## config.mk

```make
export PLATFORM = sky130hd
export DESIGN_NAME = imem_boot_loader
export DESIGN_NICKNAME = d
export VERILOG_FILES = /design/src/rtl/imem_boot_loader_pkg.sv /design/src/rtl/imem_boot_loader_timeout_ctr.sv /design/src/rtl/imem_boot_loader.sv
export SDC_FILE = /design/constraint.sdc
export NUM_CORES = 1
export LEC_CHECK = 0
export BUFFER_PORTS_ARGS = -buffer_cell sky130_fd_sc_hd__buf_2
export CAP_MARGIN = 20
export CORE_UTILIZATION = 40
export CTS_CLUSTER_SIZE = 40
export DETAILED_ROUTE_END_ITERATION = 16
export GPL_TIMING_DRIVEN = 0
export SYNTH_ARGS = -nofsm -noshare
export SYNTH_HDL_FRONTEND = slang
export SYNTH_HIERARCHICAL = 1
export SYNTH_SLANG_ARGS = --single-unit
```

## constraint.sdc

```tcl
create_clock -name clk -period 8.01 [get_ports clk]
set_input_delay 1.602 -clock clk [delete_from_list [all_inputs] [get_ports clk]]
set_output_delay 1.602 -clock clk [all_outputs]
set_load 0.01 [all_outputs]
```

## src/rtl/imem_boot_loader_pkg.sv

```systemverilog
// Shared definitions for the instruction-memory boot loader: frame constants,
// FSM state encoding and the word-count validity rule.
package imem_boot_loader_pkg;

    localparam logic [7:0] SYNC_BYTE_DEFAULT   = 8'hA5;
    localparam int         IMEM_WORDS_DEFAULT  = 256;
    localparam int         TIMEOUT_CYC_DEFAULT = 1_000_000;

    // IMEM is word addressed with 8 index bits; the byte address puts them at [9:2]
    localparam int IMEM_ADDR_W = 8;
    // One extra bit so the word index can reach IMEM_WORDS without wrapping
    localparam int WORD_CNT_W  = IMEM_ADDR_W + 1;

    typedef enum logic [2:0] {
        ST_IDLE,
        ST_CNT_LO,
        ST_CNT_HI,
        ST_DATA,
        ST_CSUM,
        ST_DONE,
        ST_ERR
    } boot_state_t;

    // A frame must carry at least one word and no more than the memory holds
    function automatic logic count_ok(input logic [15:0] n, input logic [15:0] max_n);
        return (n != 16'd0) && (n <= max_n);
    endfunction

endpackage

```

## src/rtl/imem_boot_loader_timeout_ctr.sv

```systemverilog
// Loadable down-counter used as an inter-byte watchdog. Reloads on clear and
// flags expiry once LOAD_VALUE enabled cycles have passed without a clear.
module imem_boot_loader_timeout_ctr #(
    parameter int LOAD_VALUE = 1_000_000
) (
    input  logic clk,
    input  logic rst_n,
    input  logic clear,
    input  logic enable,
    output logic expired
);

    localparam int             CW   = $clog2(LOAD_VALUE + 1);
    localparam logic [CW-1:0]  LOAD = CW'(LOAD_VALUE);

    logic [CW-1:0] remaining;

    // Reload on reset or clear, otherwise count down and park at zero
    always_ff @(posedge clk) begin
        if (!rst_n || clear) begin
            remaining <= LOAD;
        end else if (enable && (remaining != '0)) begin
            remaining <= remaining - CW'(1);
        end
    end

    assign expired = (remaining == '0);

endmodule

```

## src/rtl/imem_boot_loader.sv

```systemverilog
// Boot loader: parses a framed byte stream from the UART receiver, writes the
// program image into the instruction memory and holds the core in reset until
// a complete frame with a matching checksum has been stored.
module imem_boot_loader
    import imem_boot_loader_pkg::*;
#(
    parameter int         IMEM_WORDS  = IMEM_WORDS_DEFAULT,
    parameter logic [7:0] SYNC_BYTE   = SYNC_BYTE_DEFAULT,
    parameter int         TIMEOUT_CYC = TIMEOUT_CYC_DEFAULT
) (
    input  logic        clk,
    input  logic        rst_n,
    input  logic [7:0]  rx_data,
    input  logic        rx_valid,
    output logic        imem_we,
    output logic [31:0] imem_addr,
    output logic [31:0] imem_wdata,
    output logic        core_rst_n,
    output logic        load_busy,
    output logic        load_done,
    output logic        load_err
);

    localparam logic [15:0] MAX_WORDS = 16'(IMEM_WORDS);

    boot_state_t           state;
    logic [7:0]            cnt_lo;
    logic [15:0]           word_cnt;
    logic [7:0]            csum;
    logic [WORD_CNT_W-1:0] word_idx;
    logic [1:0]            byte_idx;
    logic                  in_frame;
    logic                  timed_out;
    logic                  last_word;
    logic [15:0]           rx_count;

    assign in_frame  = (state == ST_CNT_LO) || (state == ST_CNT_HI) ||
                       (state == ST_DATA)   || (state == ST_CSUM);
    assign rx_count  = {rx_data, cnt_lo};
    assign last_word = ({{(16 - WORD_CNT_W){1'b0}}, word_idx} == (word_cnt - 16'd1));

    // The watchdog runs only inside a frame and restarts on every received byte
    imem_boot_loader_timeout_ctr #(
        .LOAD_VALUE (TIMEOUT_CYC)
    ) u_timeout (
        .clk     (clk),
        .rst_n   (rst_n),
        .clear   (!in_frame || rx_valid),
        .enable  (in_frame),
        .expired (timed_out)
    );

    // Frame parser FSM with registered IMEM write port and status outputs
    always_ff @(posedge clk) begin
        if (!rst_n) begin
            state      <= ST_IDLE;
            imem_we    <= 1'b0;
            imem_addr  <= '0;
            imem_wdata <= '0;
            core_rst_n <= 1'b0;
            load_busy  <= 1'b0;
            load_done  <= 1'b0;
            load_err   <= 1'b0;
            cnt_lo     <= '0;
            word_cnt   <= '0;
            csum       <= '0;
            word_idx   <= '0;
            byte_idx   <= '0;
        end else begin
            imem_we <= 1'b0;
            case (state)
                // DONE and ERR last one cycle but still accept a sync so a
                // back-to-back reload is not lost
                ST_IDLE, ST_DONE, ST_ERR: begin
                    state <= ST_IDLE;
                    if (rx_valid && (rx_data == SYNC_BYTE)) begin
                        state      <= ST_CNT_LO;
                        core_rst_n <= 1'b0;
                        load_busy  <= 1'b1;
                        load_done  <= 1'b0;
                        load_err   <= 1'b0;
                        csum       <= '0;
                        word_idx   <= '0;
                        byte_idx   <= '0;
                    end
                end
                ST_CNT_LO: begin
                    if (rx_valid) begin
                        cnt_lo <= rx_data;
                        csum   <= csum + rx_data;
                        state  <= ST_CNT_HI;
                    end
                end
                ST_CNT_HI: begin
                    if (rx_valid) begin
                        word_cnt <= rx_count;
                        csum     <= csum + rx_data;
                        if (count_ok(rx_count, MAX_WORDS)) begin
                            state <= ST_DATA;
                        end else begin
                            state     <= ST_ERR;
                            load_err  <= 1'b1;
                            load_busy <= 1'b0;
                        end
                    end
                end
                ST_DATA: begin
                    if (rx_valid) begin
                        imem_wdata[{byte_idx, 3'b000} +: 8] <= rx_data;
                        csum     <= csum + rx_data;
                        byte_idx <= byte_idx + 2'd1;
                        if (byte_idx == 2'd3) begin
                            imem_we   <= 1'b1;
                            imem_addr <= {{(32 - IMEM_ADDR_W - 2){1'b0}},
                                          word_idx[IMEM_ADDR_W-1:0], 2'b00};
                            word_idx  <= word_idx + WORD_CNT_W'(1);
                            if (last_word) begin
                                state <= ST_CSUM;
                            end
                        end
                    end
                end
                ST_CSUM: begin
                    if (rx_valid) begin
                        load_busy <= 1'b0;
                        if (rx_data == csum) begin
                            state      <= ST_DONE;
                            load_done  <= 1'b1;
                            core_rst_n <= 1'b1;
                        end else begin
                            state    <= ST_ERR;
                            load_err <= 1'b1;
                        end
                    end
                end
                default: begin
                    state <= ST_IDLE;
                end
            endcase

            // A stalled sender aborts the frame; the core stays in reset
            if (in_frame && !rx_valid && timed_out) begin
                state     <= ST_ERR;
                load_err  <= 1'b1;
                load_busy <= 1'b0;
            end
        end
    end

endmodule

```

## After elaboration in Yosys (flattened, before gate mapping)

Cells that the tools add are included.

| operators by class | value |
|---|---|
| add/subtract/negate cells | 6 |
| $lt $le $gt $ge | 1 |
| equal/unequal tests | 29 |
| shift operators | 2 |
| multiplexer cells | 38 |
| bitwise operators | 1 |
| reductions and logical operators | 38 |

Operators by type and width:

| cell | count |
|---|---|
| bitwise mux 32 bit | 1 |
| variable shift 8 x 7 -> 32 bit, first input constant | 1 |
| indexed part select 8 x 7 -> 32 bit | 1 |
| two-way mux 9 bit | 3 |
| two-way mux 3 bit | 8 |
| != test 3 x 2 -> 1 bit, second input constant | 7 |
| logical NOT 20 bit | 1 |
| nonzero test 20 bit | 1 |
| subtractor 20 x 1 -> 20 bit, second input constant | 1 |
| one-hot mux 9 bit (2 select lines) | 1 |
| AND reduction 6 bit | 3 |
| equality test 9 x 16 -> 1 bit | 1 |
| <= comparator 16 x 9 -> 1 bit, second input constant | 1 |
| two-way mux 8 bit | 2 |
| one-hot mux 8 bit (2 select lines) | 1 |
| nonzero test 16 bit | 1 |
| subtractor 16 x 1 -> 16 bit, second input constant | 1 |
| one-hot mux 3 bit (5 select lines) | 1 |
| two-way mux 1 bit | 14 |
| != test 2 bit, second input constant | 7 |
| AND reduction 3 bit | 4 |
| adder 9 x 1 -> 9 bit, second input constant | 1 |
| equality test 3 bit, second input constant | 3 |
| adder 8 bit | 1 |
| other kinds (27) | 49 |

| storage, ports and cells | value |
|---|---|
| register bits | 110 |
| input port bits | 11 |
| output and inout bits | 69 |

## Longest topological paths before layout

Gate-level depths: netlist of the first run.

| depth | value |
|---|---|
| word-level depth | 8 |
| mapped depth | 11 |
| gate-level depth less buffers | 10 |

## Cells and area by module

Netlist of the first run, hierarchy kept.

By module, submodules not included:

| module | instances | cells an instance | area an instance (um^2) | seq. area each (um^2) |
|---|---|---|---|---|
| imem_boot_loader | 1 | 590 | 4858.4 | 1801.7 |
| imem_boot_loader_timeout_ctr | 1 | 135 | 1086.0 | 400.4 |

## Worst setup path after synthesis of the first run

OpenSTA, ideal clock, no wires.

| timing path | value |
|---|---|
| path kind | input to register |
| start | input rx_data[1] |
| end | register csum[7] |
| setup time | 115 ps |
| data arrival time | 3268 ps |
| setup slack | 4628 ps |
| stages on the path | 7 |
| cell sequence | ha_1 > a21oi_1 > o221ai_1 > or4_1 > and3_1 > o311a_1 > o21a_1 |

| between the ends | value |
|---|---|
| word-level cells in the longest chain between the ends | 4 |
| elaborated cells on any way between the ends | 7 |
| those cells by class | 1 x add/sub; 2 x eq/ne; 2 x mux; 2 x reduce/logical |

Ends and longest elaborated chain:

| what | line | text |
|---|---|---|
| from (decl) | imem_boot_loader.sv:13 | `input logic [7:0] rx_data,` |
| branches (longest 4 deep; another with adder 8 bit) | n/a |  |
| to (signal assigned) | imem_boot_loader.sv:90 | `csum <= csum + rx_data;` |
| to (signal assigned) | imem_boot_loader.sv:97 | `csum <= csum + rx_data;` |
| to (signal assigned) | imem_boot_loader.sv:110 | `csum <= csum + rx_data;` |
| to (decl) | imem_boot_loader.sv:29 | `logic [7:0] csum;` |

Parallel ways; which one is timed is not known. The select of a mux whose other input is x is not followed.
A chain may end at the register's enable or synchronous reset.

## Final worst setup path of the first run

| timing path | value |
|---|---|
| start | input rx_data[2] |
| end | register word_idx[7] |

| between the ends | value |
|---|---|
| word-level cells in the longest chain between the ends | 4 |

Ends and longest elaborated chain:

| what | line | text |
|---|---|---|
| equality test 8 bit | imem_boot_loader.sv:76 | `if (rx_valid && (rx_data == SYNC_BYTE)) begin` |
| logical AND 1 bit | imem_boot_loader.sv:76 |  |
| != test 2 bit (no source line) | n/a |  |
| AND reduction 4 bit (no source line) | n/a |  |
| to (signal assigned) | imem_boot_loader.sv:116 | `word_idx <= word_idx + WORD_CNT_W'(1);` |
| to (decl) | imem_boot_loader.sv:30 | `logic [WORD_CNT_W-1:0] word_idx;` |

No other way between the ends.

==> out/qor.yml, run 1 <==
timing:
  setup_viol_count_final: 0
  fin_crit_sh_pct: 43.5
  grt_setup_unrepaired: "false"
  min_period_ns: 3.49
  skew_ns: 0.0144
  fmax_ghz: 0.287
  max_slew_margin_pct: 33.6
  final_max_slew_viol_count: 0
  tightest_slew_ns: 0.994
  finalHoldViolCount: 0
  tns_ns: 0
routing:
  antenna_left: 0
  m1WireLength_mm: 7.06
  num_vias: 5465
  drtIter0Drc: 342
  met3_wirelength_um: 758
  vias_per_cell: 5.45
  top_layer: "met4"
  first_pass_iters: 5
  routedWlPerCell_um: 15.4
  dr_wl_met2_mm: 7.47
  wl_mm: 15.4
  drc: 0
clocking:
  holdBufCountCts: 0
  cts_tree: "yes"
  postCtsSetupRepairBufs: 0
  clkSinkCount: 110
  cts_resized: 0
  cts_buffer_depth: 2
  clk_pin_slew_worst_paths_ns: 0.08
  clockRootBuffer: "clkbuf_16"
  cts_buffers: 9
  cts.htree.levels: 3
  clk_latency_ns: 0.36
floorplanning:
  die_x_um: 124
  initial_core_util_pct: 40.9
  die_h_um: 124
  placementRows: 44
  core_area_um2: 14500
  pin_count: 80
  die-area_um2: 15400
grt:
  grt_pass1_wl_mm: 24.8
  grt_use_total_pct: 20.9
  antenna_found_initial: 0
  grt_pass1_vias: 4979
  grt-ovfl-total: 0
  grt_max_degree: 22
worst_setup_path:
  crit_required_ns: 8.31
  crit_path_start_kind: "primary input"
  crit_arrival_ns: 3.79
  critical_path_class: "in2reg"
  crit_path_end_kind: "register"
  cp_max_fo: 8
layout:
  area_delta_synth_final_pct: 15.4
  antennaDiodeCount: 0
  drive_gt1_share_pct: 14.0
  fin_cells: 1003
  fill_cells: 1440
  nNetsFinal: 842
synth:
  synthDistinctLibCells: 69
  synthArstFlopShare_pct: 0
  synth_area_leader_cell: "dfxtp_1"
  yosysTopAreaCellShare_pct: 37.0
  synth_common_cells: "dfxtp_1 (110), nand2_1 (109), a21boi_0 (56)"
  yosysMostFrequentCell: "dfxtp_1"
  ys_seq_area_share_pct: 37.0
  synth_edf_count: 0
  netlist_area_um2: 5940
  syn_inst: 725
  syn-mean-instance-area_um2: 8.20
  synth_area_leaders: "dfxtp_1 (37%), a21boi_0 (7.1%), nand2_1 (6.9%), nand3_1 (4.5%), ha_1 (3.4%)"
  ys_warn_count: 6
  ys_ff_latch: 110
  ys.flop_type: "dfxtp_1"
hold_path:
  hold_path.class: "reg2reg"
placement:
  place_congestion: 0.836
  hpwlAfterDp_mm: 11.2
  port_buffers: 55
  place_inst: 987
job:
  drv_cap: 0
power_and_ir_drop:
  peakVddDrop_v: 0.000103
  leakage_nw: 2.70
  power_density_nw_per_um2: 195
run_status:
  status: "finished clean"
[flip-flops by register name, indices dropped and copies added (netlist names), 3 cells and up]
register	flops
imem_wdata	32
word_idx	9
u_timeout/remaining	20
imem_addr	8
cnt_lo	8
state	3
csum	8
word_cnt	16
[cell type report]
class | count | area (um^2) | area share, %
flip-flops and latches | 110 | 2200 | 32.1
clock buffers | 9 | 225 | 3.28
plain buffers | 66 | 347 | 5.05
repair buffers | 55 | 275 | 4.01
multi-input cells | 552 | 3410 | 49.6
clock inverters | 7 | 101 | 1.48
well taps | 184 | 230 | 3.35
inverters | 20 | 75.1 | 1.09
[path summary, 6_finish.rpt]
path	cells after the start	from	end	slack [ns]
max	8	rx_data[2]	word_idx[7]$_SDFFE_PN0P_	4.52
min	2	imem_wdata[5]$_SDFFE_PN0P_	imem_wdata[5]$_SDFFE_PN0P_	0.47
max reg2reg	8	state[0]$_SDFFE_PP0P_	u_timeout/remaining[19]$_SDFFE_PP1P_	4.87
min reg2reg	2	imem_wdata[5]$_SDFFE_PN0P_	imem_wdata[5]$_SDFFE_PN0P_	0.47
[per-stage QoR]
step           util [%]  area [um^2]  worst slack, ns  hold slack (ns)  power [mW]
3_3_place_gp       45.0         6540             4.20            0.445       0.860
4_1_cts            47.2         6860             4.54            0.468        1.35
6_report           47.2         6860             4.52            0.466        1.34
3_5_place_dp       45.0         6540             4.17            0.455       0.866
5_1_grt            47.2         6860             4.40            0.494        1.41
2_1_floorplan         -         6030             4.63            0.443       0.800
[worst max-delay path, stage by stage]
cell and delay, ns:
buf_2 0.09, clkbuf_1 0.46, and4_1 0.30, nand3_1 0.19, a21oi_2 0.39, o2111ai_2 0.24, or4_1 0.44, nand2_1 0.07
[per-layer routing]
layer,vias up,GRT usage (%)
li1,2735,-
met2,140,35.7
met4,0,4.61
met3,10,5.17
met5,-,0
met1,2580,26.4
[power breakdown]
| group | switching, mW | internal (mW) |
|---|---|---|
| Clock | 0.228 | 0.254 |
| Combinational | 0.168 | 0.103 |
| Sequential | 0.0202 | 0.569 |
[cells in the final DEF (no fill, tap or decap), types with 14 or more instances in the layout]
| cell type | synthesis | final |
|---|---|---|
| conb_1 | 1 | 24 |
| o21ai_0 | 25 | 25 |
| a21boi_0 | 56 | 56 |
| nor3_1 | 16 | 16 |
| buf_4 | 25 | 25 |
| a21oi_1 | 24 | 24 |
| inv_1 | 20 | 20 |
| nand2_1 | 109 | 109 |
| clkbuf_1 | 36 | 36 |
| buf_2 | 4 | 59 |
| xor2_1 | 14 | 14 |
| dfxtp_1 | 110 | 110 |
| ha_1 | 16 | 16 |
| mux2i_1 | 14 | 14 |
| nand3_1 | 54 | 54 |
| nor2_1 | 34 | 34 |
[logic make-up after synthesis]
| logic type | Yosys count | share of synthesized area [%] |
|---|---|---|
| buf+inv | 86 | 7.09 |
| flops | 110 | 37.0 |
| simple gates | 317 | 27.8 |
| xor+xnor | 19 | 2.80 |
| other cells | 1 | 0.0631 |
| mux | 14 | 2.36 |
| compound gates | 161 | 19.2 |
| fa+ha+maj | 17 | 3.70 |
Note: power is estimated with default switching activity, not from simulation.
==> run 2, diff against run 1 <==
==> constraint.sdc (replaced) <==
create_clock -name clk -period 3.3 [get_ports clk]
set_input_delay 0.66 -clock clk [delete_from_list [all_inputs] [get_ports clk]]
set_output_delay 0.66 -clock clk [all_outputs]
set_load 0.01 [all_outputs]
==> out/qor.yml, run 2 (same netlist as run 1, synthesis figures left out) <==
routing:
  vias_per_cell: 5.45  # about the same
  wl_mm: 15.4  # about the same
  first_pass_iters: 5  # unchanged
  routedWlPerCell_um: 15.4  # about the same
  drtIter0Drc: 336  # was 342
  num_vias: 5469  # was 5465
  drc: 0  # unchanged
  antenna_left: 0  # unchanged
layout:
  nNetsFinal: 842  # unchanged
  antennaDiodeCount: 0  # unchanged
  final_cell_mix: "dfxtp_1 (110), nand2_1 (109), buf_2 (59)"  # unchanged
  area_delta_synth_final_pct: 15.5  # was 15.4%
  regMostFlops: "imem_wdata"  # unchanged
  largest_reg_flops: 32  # unchanged
  reg.largest.list: "imem_wdata x32, u_timeout/remaining x20, word_cnt x16"  # unchanged
  multi_input_area_um2: 3410  # about the same
  layout_commonest_cell: "dfxtp_1"  # unchanged
  fill_cells: 1440  # unchanged
  drive_gt1_share_pct: 14.2  # was 14.0%
  seqCellArea_um2: 2200  # unchanged
  fin_cells: 1003  # unchanged
worst_setup_path:
  cp_max_fo: 10  # was 8
  crit_required_ns: 3.59  # was 8.31 ns
  cp_num_buf_inv: 1  # was 2
  crit_arrival_ns: 3.34  # was 3.79 ns
  timing.rr.start: "u_timeout/remaining[11]$_SDFFE_PP0P_"  # was state[0]$_SDFFE_PP0P_
  crit_path_end_kind: "register"  # unchanged
  slowest_delay_ns: 0.83  # was 0.46 ns
  worst_path_max_delay_cell: "nor4_1"  # was clkbuf_1
  cp_cell_sequence: "nor4_1, nand4_1, clkbuf_1, nor2_1, o211a_1, o21ai_0, a211oi_1, nor2_1, o21ai_0"  # was buf_2, clkbuf_1, and4_1, nand3_1, a21oi_2, o2111ai_2, or4_1, nand2_1
  crit_family: "simple AND/OR/NAND/NOR gates"  # unchanged
  crit_path_start_kind: "register"  # was primary input
  startpoint: "u_timeout/remaining[11]$_SDFFE_PP0P_"  # was rx_data[2]
  critical_path_class: "reg2reg"  # was in2reg
hold_path:
  hold_path.class: "reg2reg"  # unchanged
  hp-start: "imem_wdata[5]$_SDFFE_PN0P_"  # unchanged
clocking:
  clk_pin_slew_worst_paths_ns: 0.08  # about the same
  cts_tree: "yes"  # unchanged
  clkSinkCount: 110  # unchanged
  clk_latency_ns: 0.36  # about the same
  cts_buffers: 9  # unchanged
  cts.htree.levels: 3  # unchanged
  postCtsSetupRepairBufs: 0  # unchanged
  clockRootBuffer: "clkbuf_16"  # unchanged
  cts_buffer_depth: 2  # unchanged
grt:
  grt_pass1_wl_mm: 24.8  # unchanged
  grt_max_degree: 22  # unchanged
  grt-ovfl-total: 0  # unchanged
  antenna_found_initial: 0  # unchanged
  grt_pass1_vias: 4979  # unchanged
  grtUsageMet1_pct: 26.4  # unchanged
  use_met3_pct: 5.17  # unchanged
  grt_use_total_pct: 20.9  # unchanged
  grt-busiest-layer: "met2"  # unchanged
  grt_util_met2_pct: 35.7  # unchanged
timing:
  fmax_ghz: 0.328
  min_period_ns: 3.05
  tightest_slew_ns: 0.993  # was 0.994 ns
  fin_hold_ws_ns: 0.466  # about the same
  grt_setup_unrepaired: "false"  # unchanged
  max_slew_margin_pct: 33.7  # was 33.6%
  final_max_slew_viol_count: 0  # unchanged
  setup_ws_ns: 0.252  # was 4.52 ns
  skew_ns: 0.0151  # was 0.0144 ns
  setup_viol_count_final: 0  # unchanged
  finalHoldViolCount: 0  # unchanged
  tns_ns: 0  # unchanged
  fin_crit_sh_pct: 92.4
floorplanning:
  placementRows: 44  # unchanged
  pin_count: 80  # unchanged
  initial_core_util_pct: 40.9  # unchanged
  core_area_um2: 14500  # unchanged
  die_x_um: 124  # unchanged
  die-area_um2: 15400  # unchanged
  die_h_um: 124  # unchanged
power_and_ir_drop:
  peakVddDrop_v: 0.000252  # was 0.000103 V
  finalPower_mw: 3.26  # was 1.34 mW
  leakage_nw: 2.71  # was 2.70 nW
  p_int_mw: 2.25  # was 926 uW
  power.switching_mw: 1.02  # was 416 uW
  pwr-share-comb_pct: 20.2  # about the same
  clkPwrFrac_pct: 36.0  # was 35.9%
  pwr-share-seq_pct: 43.8  # was 43.9%
  power_density_nw_per_um2: 475  # was 195 nW/um^2
  switching_share_pct: 31.1  # was 31.0%
placement:
  dp_slack_ns: 0.220  # was 4.17 ns
  place_congestion: 0.836  # unchanged
  hpwlAfterDp_mm: 11.2  # unchanged
  place_inst: 987  # unchanged
  port_buffers: 55  # unchanged
run_status:
  status: "finished clean"  # unchanged
job:
  drv_cap: 0  # unchanged
==> run 2: cell count changes in the layout (fill, tap and decap cells not counted) <==
cell,previous run,this run
nor3b_2,0,1
nor3b_1,7,6
==> run 2: path summary, 6_finish.rpt <==
check / slack (ns) / depth (start not counted) / end
setup / recovery: 0.25 / 9 / state[1]$_SDFFE_PN0P_
hold / removal: 0.47 / 2 / imem_wdata[5]$_SDFFE_PN0P_
setup reg to reg: 0.25 / 9 / state[1]$_SDFFE_PN0P_
hold reg to reg: 0.47 / 2 / imem_wdata[5]$_SDFFE_PN0P_
==> run 2: cell type report <==
cell class / instances / area share (%)
clock inverter: 7 / 1.48
inverter: 20 / 1.09
clock buffer: 9 / 3.28
tap: 184 / 3.35
buffer: 66 / 5.05
multi-input combinational: 552 / 49.7
sequential: 110 / 32.1
timing repair buffer: 55 / 4.01
==> run 2: worst min-delay path, cell delays in order, from the launching register on <==
cell and delay (ns):
dfxtp_1 0.32, nand2_1 0.05, a21boi_0 0.06
==> run 2: what timing repair did <==
action | 4_1_cts | 5_1_grt
hold buffers | 0 | 0
gates resized for setup | 0 | 1
setup endpoints to repair | 0 | 2
==> run 2: power by group through the flow <==
stage / combinational, mW / sequential, mW / clock (mW)
3_3_place_gp: 0.631 / 1.46 / 0
6_report: 0.660 / 1.43 / 1.17
3_5_place_dp: 0.644 / 1.46 / 0
2_1_floorplan: 0.494 / 1.45 / 0
4_1_cts: 0.649 / 1.43 / 1.21
5_1_grt: 0.731 / 1.44 / 1.25
==> run 2: layer usage <==
layer	share of wire [%]	vias to the layer above
li1	-	2735
met1	46	2573
met2	48	144
met3	5.0	17
met4	0.96	0
met5	0	-
==> run 2: stage by stage <==
step	instance area, um^2	util [%]
after floorplan	6030	-
after CTS	6860	47.2
after detailed placement	6540	45.0
after global routing	6870	47.3
final	6870	47.3
after global placement	6540	45.0
